**src/rtl/h264_xfrm_arbiter.sv**
```systemverilog
// Round-robin arbiter that shares the forward transform/quant core between
// the intra4x4 luma path (L) and the chroma path (C). A grant covers a fixed
// burst of strobed residual rows; strobe and data reach the core one register
// stage later. Each burst is followed by a turnaround gap.
//
// Handshake: x_REQ is a level that the requester holds until x_GNT rises, and
// it is only looked at in IDLE. x_STROBE marks a valid row and is accepted only
// while x_GNT=1. A strobe from a non-granted requester is dropped and sets the
// sticky PROTO_ERR flag. CORE_READY is only consulted when a grant is being
// decided.
module h264_xfrm_arbiter #(
   parameter int WIDTH = 9,
   parameter int BURST = 4,
   parameter int GAP   = 2
) (
   input  logic                 CLK,
   input  logic                 RST,
   input  logic                 L_REQ,
   input  logic                 L_STROBE,
   input  logic [4*WIDTH-1:0]   L_DATA,
   input  logic                 C_REQ,
   input  logic                 C_STROBE,
   input  logic [4*WIDTH-1:0]   C_DATA,
   input  logic                 CORE_READY,
   output logic                 L_GNT,
   output logic                 C_GNT,
   output logic                 CORE_STROBE,
   output logic [4*WIDTH-1:0]   CORE_DATA,
   output logic                 CORE_SRC,
   output logic                 CORE_LAST,
   output logic                 BUSY,
   output logic                 PROTO_ERR
);

   localparam int CW = (BURST > 1) ? $clog2(BURST) : 1;
   localparam int GW = (GAP > 1) ? $clog2(GAP) : 1;
   localparam logic [CW-1:0] CNT_LAST = CW'(BURST - 1);
   localparam logic [GW-1:0] GAP_LAST = GW'((GAP > 0) ? GAP - 1 : 0);

   typedef enum logic [1:0] {
      S_IDLE    = 2'd0,
      S_GRANT_L = 2'd1,
      S_GRANT_C = 2'd2,
      S_GAP     = 2'd3
   } state_t;

   state_t               state_q, state_d;
   logic [CW-1:0]        cnt_q, cnt_d;
   logic [GW-1:0]        gap_q, gap_d;
   logic                 last_c_q, last_c_d;
   logic                 core_strobe_q, core_strobe_d;
   logic [4*WIDTH-1:0]   core_data_q, core_data_d;
   logic                 core_src_q, core_src_d;
   logic                 core_last_q, core_last_d;
   logic                 proto_err_q, proto_err_d;

   logic                 l_gnt, c_gnt;
   state_t               after_burst;

   // Grants are decoded straight from the state register, so they are glitch-free
   // and rise one cycle after the IDLE decision.
   assign l_gnt       = (state_q == S_GRANT_L);
   assign c_gnt       = (state_q == S_GRANT_C);
   assign after_burst = (GAP > 0) ? S_GAP : S_IDLE;

   // Next-state, burst counting, forwarding and error detection.
   always_comb begin
      state_d       = state_q;
      cnt_d         = cnt_q;
      gap_d         = gap_q;
      last_c_d      = last_c_q;
      core_strobe_d = 1'b0;
      core_data_d   = core_data_q;
      core_src_d    = core_src_q;
      core_last_d   = 1'b0;
      proto_err_d   = proto_err_q;

      // A strobe from whoever does not own the core is dropped and flagged.
      if ((L_STROBE && !l_gnt) || (C_STROBE && !c_gnt)) begin
         proto_err_d = 1'b1;
      end

      case (state_q)
         S_IDLE: begin
            if (CORE_READY) begin
               // On a tie, last_c_q=1 means C went last, so L wins.
               if (L_REQ && (!C_REQ || last_c_q)) begin
                  state_d  = S_GRANT_L;
                  last_c_d = 1'b0;
               end else if (C_REQ) begin
                  state_d  = S_GRANT_C;
                  last_c_d = 1'b1;
               end
            end
         end
         S_GRANT_L: begin
            if (L_STROBE) begin
               core_strobe_d = 1'b1;
               core_data_d   = L_DATA;
               core_src_d    = 1'b0;
               if (cnt_q == CNT_LAST) begin
                  core_last_d = 1'b1;
                  cnt_d       = '0;
                  state_d     = after_burst;
               end else begin
                  cnt_d = cnt_q + CW'(1);
               end
            end
         end
         S_GRANT_C: begin
            if (C_STROBE) begin
               core_strobe_d = 1'b1;
               core_data_d   = C_DATA;
               core_src_d    = 1'b1;
               if (cnt_q == CNT_LAST) begin
                  core_last_d = 1'b1;
                  cnt_d       = '0;
                  state_d     = after_burst;
               end else begin
                  cnt_d = cnt_q + CW'(1);
               end
            end
         end
         S_GAP: begin
            if (gap_q == GAP_LAST) begin
               gap_d   = '0;
               state_d = S_IDLE;
            end else begin
               gap_d = gap_q + GW'(1);
            end
         end
         default: begin
            state_d = S_IDLE;
         end
      endcase
   end

   // State and output registers with synchronous reset.
   always_ff @(posedge CLK) begin
      if (RST) begin
         state_q       <= S_IDLE;
         cnt_q         <= '0;
         gap_q         <= '0;
         last_c_q      <= 1'b1;
         core_strobe_q <= 1'b0;
         core_data_q   <= '0;
         core_src_q    <= 1'b0;
         core_last_q   <= 1'b0;
         proto_err_q   <= 1'b0;
      end else begin
         state_q       <= state_d;
         cnt_q         <= cnt_d;
         gap_q         <= gap_d;
         last_c_q      <= last_c_d;
         core_strobe_q <= core_strobe_d;
         core_data_q   <= core_data_d;
         core_src_q    <= core_src_d;
         core_last_q   <= core_last_d;
         proto_err_q   <= proto_err_d;
      end
   end

   assign L_GNT       = l_gnt;
   assign C_GNT       = c_gnt;
   assign CORE_STROBE = core_strobe_q;
   assign CORE_DATA   = core_data_q;
   assign CORE_SRC    = core_src_q;
   assign CORE_LAST   = core_last_q;
   assign BUSY        = (state_q != S_IDLE);
   assign PROTO_ERR   = proto_err_q;

endmodule

```
**config.mk**
```make
export PLATFORM = sky130hd
export DESIGN_NAME = h264_xfrm_arbiter
export DESIGN_NICKNAME = d
export VERILOG_FILES = /design/src/rtl/h264_xfrm_arbiter.sv
export SDC_FILE = /design/constraint.sdc
export NUM_CORES = 1
export LEC_CHECK = 0
export BUFFER_PORTS_ARGS = -buffer_cell sky130_fd_sc_hd__buf_2
export CELL_PAD_IN_SITES_DETAIL_PLACEMENT = 1
export CELL_PAD_IN_SITES_GLOBAL_PLACEMENT = 1
export CORE_ASPECT_RATIO = 1.5
export CORE_MARGIN = 4
export CORE_UTILIZATION = 31
export CTS_CLUSTER_DIAMETER = 80
export DETAILED_ROUTE_END_ITERATION = 10
export GPL_ROUTABILITY_DRIVEN = 0
export HOLD_SLACK_MARGIN = 0.02
export PLACE_DENSITY = 0.77
export SETUP_SLACK_MARGIN = 0.2
export SYNTH_ARGS = -nofsm -noshare
export SYNTH_HDL_FRONTEND = slang
export SYNTH_SLANG_ARGS = --single-unit
export TNS_END_PERCENT = 1
```
**constraint.sdc**
```tcl
create_clock -name CLK -period 2.4 [get_ports CLK]
set_input_delay 0.36 -clock CLK [delete_from_list [all_inputs] [get_ports CLK]]
set_output_delay 0.36 -clock CLK [all_outputs]
set_load 0.005 [all_outputs]
```
==> results_dict.tcl <==
set metrics [dict create \
    hold_viol 0 \
    crit_chain "inv_1 -> ha_2 -> nor2b_2 -> or4_4 -> or4_1 -> o31ai_1" \
    ys_seq_area_share_pct 44.26 \
    clk_path_buf_depth 2 \
    drive_gt1_share_pct 41.79 \
    placedCellCount 403 \
    rsz0062_at_grt "yes" \
    tightest_slew_ns 0.8616 \
    synth_fp_nets 304 \
    cp.required_ns 2.59 \
    ir_drop_mv 0.3843 \
    cap_violations 0 \
    grt_max_degree 48 \
    p_per_area_mw_per_mm2 1082 \
    die_h_um 108.3 \
    syn_area_sq_mm 0.002081 \
    drt_iter0_drc 83 \
    port-buffer-count 121 \
    rows 36 \
    ys_warn_count 0 \
    coreArea_sq_mm 0.006531 \
    clock_latency_ns 0.29 \
    ys_ff_latch 46 \
    cpMaxStageDelayCell "or4_4" \
    area_growth_pct 38.54 \
    grt_pass1_wl_mm 9.252 \
    dpl.hpwl_mm 4.796 \
    end_kind "register" \
    antenna_found_initial 0 \
    crit_fanout 4 \
    n_antenna_cell 0 \
    whs_ns 0.3724 \
    firstDrtPassIters 4 \
    final_antenna_net_count 0 \
    grt-ovfl-total 0 \
    synth-edff-count 0 \
    grt_use_total_pct 14.62 \
    wl_per_cell_um 15.06 \
    cts_tree "yes" \
    ys.flop_type "dfxtp_1" \
    maxSlewHeadroom_pct 42.56 \
    dieArea_sq_mm 0.008114 \
    avgSynthCellArea_sq_um 9.458 \
    via_per_inst 4.895 \
    cp.arrival_ns 2.35 \
    timing_worst_setup_path_type "reg -> reg" \
    io_pins 122 \
    finClkSkew_ns 0.005402 \
    cp_num_buf_inv 1 \
    cpLargestDelayFamily "simple AND/OR/NAND/NOR gates" \
    fin_crit_sh_pct 90.23 \
    grt_pass1_vias 2033 \
    fmax_mhz 461.8 \
    hold_path.class "in -> reg" \
    worstSetupStartpointType "register" \
    max_stage_delay_ns 0.55 \
    fin_cells 411 \
    cts_htree_levels 2 \
    leakagePower_nw 1.288 \
    fp.dieW_um 74.90 \
    clk_pin_slew_ns 0.09 \
    run_status "completed" \
    start_util_pct 31.86 \
    period_needed_ns 2.165 \
    drc 0 \
    fin_util_pct 44.14 \
    yosysUniqueCellTypes 25 \
    fin_ws_ns 0.2346 \
    syn_inst 220 \
    async_flop_share_pct 0 \
    root_buffer "clkbuf_8" \
    pre_cts_ws_ns 0.2089 \
    cts_buffers 5 \
    maxSlewViolCount 0 \
    final_nets 418 \
    setup_tns_ns 0 \
    vias 2012 \
    postRouteWirelength_mm 6.189 \
    cts.sinks 46 \
    setup_viol 0 \
]
==> cells in the final DEF (no fill, tap or decap), types with 2 or more instances in the layout <==
cell type | netlist | final
a211oi_1 | 37 | 36
a21oi_1 | 2 | 2
buf_2 | 7 | 121
buf_4 | 0 | 2
clkbuf_8 | 0 | 5
clkinv_2 | 0 | 2
dfxtp_1 | 46 | 44
dfxtp_2 | 0 | 2
ha_1 | 5 | 2
ha_2 | 0 | 2
inv_1 | 5 | 5
mux2i_1 | 38 | 38
nand2_1 | 4 | 4
nor2_1 | 44 | 44
nor2b_1 | 6 | 5
o31ai_1 | 2 | 2
or4_1 | 3 | 2
==> worst paths after layout <==
path                     end  cells past startpoint        from  slack [ns]
setup / recovery  state_q[0]                      6  state_q[1]        0.23
hold / removal     PROTO_ERR                      3    L_STROBE        0.37
setup reg to reg  state_q[0]                      6  state_q[1]        0.23
hold reg to reg    PROTO_ERR                      2   PROTO_ERR        0.49
==> what timing repair did <==
action | 4_1_cts | 5_1_grt
hold buffers | 0 | 0
buffers inserted | 0 | 0
resized for setup | 1 | 6
setup endpoints to repair | 1 | 2
cloned | 0 | 0
==> report_power, final <==
part	internal (W)	leakage, nW	switching, W
registers	0.000961	0.378	0.0000888
clock network	0.000307	0.0579	0.000255
logic	0.000664	0.852	0.000842
total	0.00193	1.29	0.00119
==> layer usage <==
layer / vias up / track usage [%] / share of wire, %
met2: 58 / 28.87 / 58
met5: - / 0 / 0
met3: 6 / 2.605 / 5.1
met4: 0 / 4.198 / 1.0
li1: 1010 / - / -
met1: 938 / 14.82 / 36
==> layout make-up <==
type	count	area (sq um)
Fill cell	782	3649
Inverter	5	18.77
Timing Repair Buffer	124	631.9
Multi-Input combinational cell	152	1105
Clock inverter	3	40.04
Tap cell	76	95.09
Clock buffer	5	68.82
Sequential cell	46	923.4
==> through the flow <==
| stage | area [sq um] | total power, W |
|---|---|---|
| 2_1_floorplan | 2081 | 0.002066 |
| 3_3_place_gp | 2746 | 0.002470 |
| 3_5_place_dp | 2746 | 0.002546 |
| 4_1_cts | 2859 | 0.003136 |
| 5_1_grt | 2883 | 0.003408 |
| 6_report | 2883 | 0.003118 |
==> sequential cells by signal, summed over array words and instances (netlist names) <==
signal,count
state_q,2
CORE_SRC,1
CORE_LAST,1
gap_q,1
PROTO_ERR,1
cnt_q,2
CORE_STROBE,1
CORE_DATA,36
last_c_q,1
==> synth_stat cells (2+ instances only) <==
library cell / count / area share, %
or4_1: 3 / 1.1
dfxtp_1: 46 / 44
nor2_1: 44 / 7.9
ha_1: 5 / 3.0
inv_1: 5 / 0.90
o31ai_1: 2 / 0.72
nor2b_1: 6 / 1.8
a21oi_1: 2 / 0.48
nand2_1: 4 / 0.72
buf_1: 3 / 0.54
a211oi_1: 37 / 13
clkbuf_1: 7 / 1.3
buf_2: 7 / 1.7
mux2i_1: 38 / 18
==> worst register-to-register path: cells and delay by family, from the launching register on <==
kind	cells	cell delay, ns
simple gates	3	1.29
flops	1	0.35
fa+ha+maj	1	0.22
compound gates	1	0.11
buf+inv	1	0.09
==> cells by family (layout without fill, tap and decap cells) <==
| group | Yosys count | after routing | share of synthesized area, % |
|---|---|---|---|
| XOR/XNOR | 1 | 1 | 0.4210 |
| flip-flops | 46 | 46 | 44.26 |
| buffers and inverters | 22 | 137 | 4.390 |
| adder cells (fa/ha/maj) | 5 | 5 | 3.007 |
| AO/OA/AOI/OAI | 47 | 47 | 16.90 |
| multiplexers | 38 | 38 | 18.28 |
| AND/OR/NAND/NOR | 61 | 61 | 12.75 |
Power figures use the tool's default switching activity.
